File: src/rtl/if_id.sv
// IF/ID pipeline register: captures the fetched PC and instruction each cycle,
// with hold (stall) and bubble insertion (flush) for hazard and branch control.
module if_id #(
    parameter int                 WIDTH    = 32,
    parameter logic [WIDTH-1:0]   NOP_WORD = {WIDTH{1'b0}}
) (
    input  logic             Clk,
    input  logic             Rst_n,
    input  logic             Stall,
    input  logic             Flush,
    input  logic [WIDTH-1:0] PC_IN,
    input  logic [WIDTH-1:0] IR_IN,
    output logic [WIDTH-1:0] PC_OUT,
    output logic [WIDTH-1:0] IR_OUT,
    output logic             VALID_OUT
);

    // Flush outranks Stall so a squashed fetch never lingers behind a hold.
    always_ff @(posedge Clk) begin
        if (!Rst_n) begin
            PC_OUT    <= {WIDTH{1'b0}};
            IR_OUT    <= NOP_WORD;
            VALID_OUT <= 1'b0;
        end else if (Flush) begin
            PC_OUT    <= {WIDTH{1'b0}};
            IR_OUT    <= NOP_WORD;
            VALID_OUT <= 1'b0;
        end else if (!Stall) begin
            PC_OUT    <= PC_IN;
            IR_OUT    <= IR_IN;
            VALID_OUT <= 1'b1;
        end
    end

endmodule

File: config.mk
export PLATFORM = sky130hd
export DESIGN_NAME = if_id
export DESIGN_NICKNAME = d
export VERILOG_FILES = /design/src/rtl/if_id.sv
export SDC_FILE = /design/constraint.sdc
export NUM_CORES = 1
export LEC_CHECK = 0
export CAP_MARGIN = 10
export CORE_ASPECT_RATIO = 0.7
export CORE_MARGIN = 2
export CORE_UTILIZATION = 38
export DETAILED_ROUTE_END_ITERATION = 8
export PLACE_DENSITY = 0.85
export RECOVER_POWER = 50
export SYNTH_ARGS = -nofsm -noshare
export SYNTH_HDL_FRONTEND = slang
export SYNTH_SLANG_ARGS = --single-unit
File: constraint.sdc
create_clock -name Clk -period 1.05 [get_ports Clk]
set_input_delay 0.105 -clock Clk [delete_from_list [all_inputs] [get_ports Clk]]
set_output_delay 0.105 -clock Clk [all_outputs]
set_load 0.01 [all_outputs]
==> metrics <==
Iteration-0 DRC Markers=34; clock latency at the later pin of the worst-skew pair=0.33 ns; Finished Layout Cells=425; Sw Share=23.1%; core region area=0.00581 mm2; Ports=133; Ant. Diodes=0; Critical-path top delay cell=dfxtp_1; R2R depth=2; remaining global-route overflow=0; H-tree levels=3; Final WS setup=0.0423 ns; Die X=97.5 um; vias in the first global route=1906; Synth Warn #=0; first-pass GRT wire length=9.31 mm; count of state elements after synthesis=65; Seq/Total Area, Yosys=55.9%; period utilisation layout=96.0%; Port-buffer cells=132; largest area contributor in the netlist=dfxtp_1; outcome=finished clean; Static Leakage=1.69 nW; RR Startpoint=PC_OUT[13]; Worst Path Arrival=0.90 ns; metal1 wirelength=2.61 mm; total clock sinks=65; MaxCap Viol Count=0; final total power=0.00515 W; Synth cell types=11; Row Count=23; initial antenna violation count=0; Slew @ Worst Pin=0.417 ns; starting density of the core=40.0%; placed cell count=409; Worst Path Buf+Inv=1; Layout Nets=413; Mapped Cells=210; CTS buffer count=9; Hold Fails Final Rpt=0; WL per Instance=13.5 um; WL final=5.75 mm; dpl ws=-0.0880 ns; startpoint types=register; Syn-to-layout area delta=57.2%; die area=0.00677 mm2; Crit Path Category=register to primary output; Pwr Density=1410 mW/mm2; syn_nets=278; post-CTS setup buffer count=0; final routed DRC violation total=0; Clock transition at path regs=0.07 ns; Die Span Y=69.5 um; Cell Area, Synth=0.00233 mm2; RSZ-0062 raised after global routing=no; clk_skew=0 ns; worst hold endpoint=PC_OUT[31]; Worst setup EP type=primary output; Post-DP Area=0.00373 mm2; Internal=0.00396 W; sequential power share=50.4%; RePlAce Congestion=0.847; highest routed layer=met4; largest net degree at the start of global routing=40; top cells by area, synth=dfxtp_1, mux2i_1, nor2_1; f_max=992 MHz; crit-path max cell delay=0.33 ns; DR WL met3=483 um; register-to-register setup slack=0.40 ns; worst hold-check path type=primary input to register; share of the synthesized area in the top cell type=55.9%; clock group share of total power=35.9%; Hold Crit Start=Stall; CP max FO=2; share of layout cells above drive strength 1=26.3%; DP Wirelength=4.22 mm; Detail Route Antenna Nets=0; Slew Limit Fails=0; Routed met2 length=2.56 mm; cell family with most CP delay=flip-flops; final setup violation count=0; worst r2r dst=PC_OUT[13]; fillers=505; Gate power share=13.7%; finished layout cell area=0.00366 mm2; total number of vias=1921; vias per inst=4.52; clk buf depth=2; min Tclk post-route=1.01 ns; CTS tree=built; maximum vdd drop=0.000845 V; critical-path cell list=clkdlybuf4s15_1; reported net switching power=0.00119 W; CP required=0.94 ns; Initial DRT Pass Iterations=4; Root Driver=clkbuf_8; GRT Util Overall=17.5%; Final Util=62.9%; Rel. slew slack=72.2%; syn_area_per_cell=11.1 um2; Hold Path Depth=3
-- sequential cells by signal (all words and copies together), names as in the netlist --
register	count
VALID_OUT	1
IR_OUT	32
PC_OUT	32
-- cell families (layout without fill, tap and decap cells) --
| kind of cell | Yosys count | after routing | synth area share, % |
|---|---|---|---|
| buf+inv | 15 | 155 | 5.70 |
| mux | 64 | 64 | 27.5 |
| flops | 65 | 65 | 55.9 |
| simple gates | 65 | 65 | 10.6 |
| compound gates | 1 | 1 | 0.215 |
-- cell type report --
type                       instances  area, um2  share of cell area, %
timing repair buffer             138       1180                   32.2
tap                               75       93.8                   2.57
multi-input combinational        130        895                   24.5
clock buffer                      13        159                   4.35
clock inverter                     3       15.0                  0.411
sequential                        65       1310                   35.9
inverter                           1       3.75                  0.103
-- through the flow --
stage | hold slack (ns) | TNS, ns
after floorplan | 0.249 | 0
after global placement | 0.437 | -3.31
after detailed placement | 0.449 | -3.45
after CTS | 0.185 | 0
after global routing | 0.204 | 0
final | 0.200 | 0
-- synthesized netlist by cell type --
library cell,number
nand2b_1,1
buf_2,4
buf_8,5
mux2i_1,64
buf_4,2
inv_1,1
dfxtp_1,65
clkbuf_1,2
nor2_1,64
a21oi_1,1
buf_6,1
-- cell usage in the layout (no fill, tap or decap) --
| master | count |
|---|---|
| clkdlybuf4s15_2 | 10 |
| dfxtp_1 | 55 |
| nor2_1 | 64 |
| buf_2 | 2 |
| clkinv_2 | 3 |
| buf_4 | 1 |
| clkdlybuf4s50_1 | 66 |
| nand2b_2 | 1 |
| clkdlybuf4s15_1 | 5 |
| clkbuf_2 | 48 |
| dfxtp_2 | 10 |
| clkbuf_1 | 2 |
| inv_1 | 1 |
| buf_12 | 4 |
| clkbuf_8 | 11 |
| clkbuf_4 | 2 |
| mux2i_1 | 64 |
| a21oi_1 | 1 |
-- worst reg2reg max path: cells and delay by family (launching register included) --
kind | cells | cell delay [ns]
flops | 1 | 0.32
mux | 1 | 0.15
simple gates | 1 | 0.07
-- per-layer routing --
layer  GRT usage [%]  vias to the layer above
li1                -                      961
met1            22.0                      852
met4            7.41                        0
met3            7.06                       14
met2            26.6                       94
met5               0                        -
-- repair_timing --
item / in CTS / in global routing
gates resized for setup: 139 / 63
endpoints found under the setup margin: 65 / 63
cloned: 0 / 0
hold buffers: 0 / 0
-- worst max-delay path by stage --
stage,startpoint,end,slack [ns],depth (start not counted)
floorplan,Flush,IR_OUT[19],0.25,4
global placement,Flush,PC_OUT[2],-0.07,4
detailed placement,Flush,IR_OUT[26],-0.09,4
CTS,VALID_OUT,VALID_OUT,0.002,1
global route,IR_OUT[16],IR_OUT[16],0.001,1
finish,PC_OUT[20],PC_OUT[20],0.04,1
-- power groups by stage --
stage	combinational (W)	clock (W)	sequential, W
after global placement	0.000779	0	0.00264
after detailed placement	0.000791	0	0.00265
after global routing	0.000763	0.00205	0.00260
after CTS	0.000758	0.00192	0.00259
final	0.000707	0.00185	0.00259
after floorplan	0.000289	0	0.00268
Power figures use the tool's default switching activity.
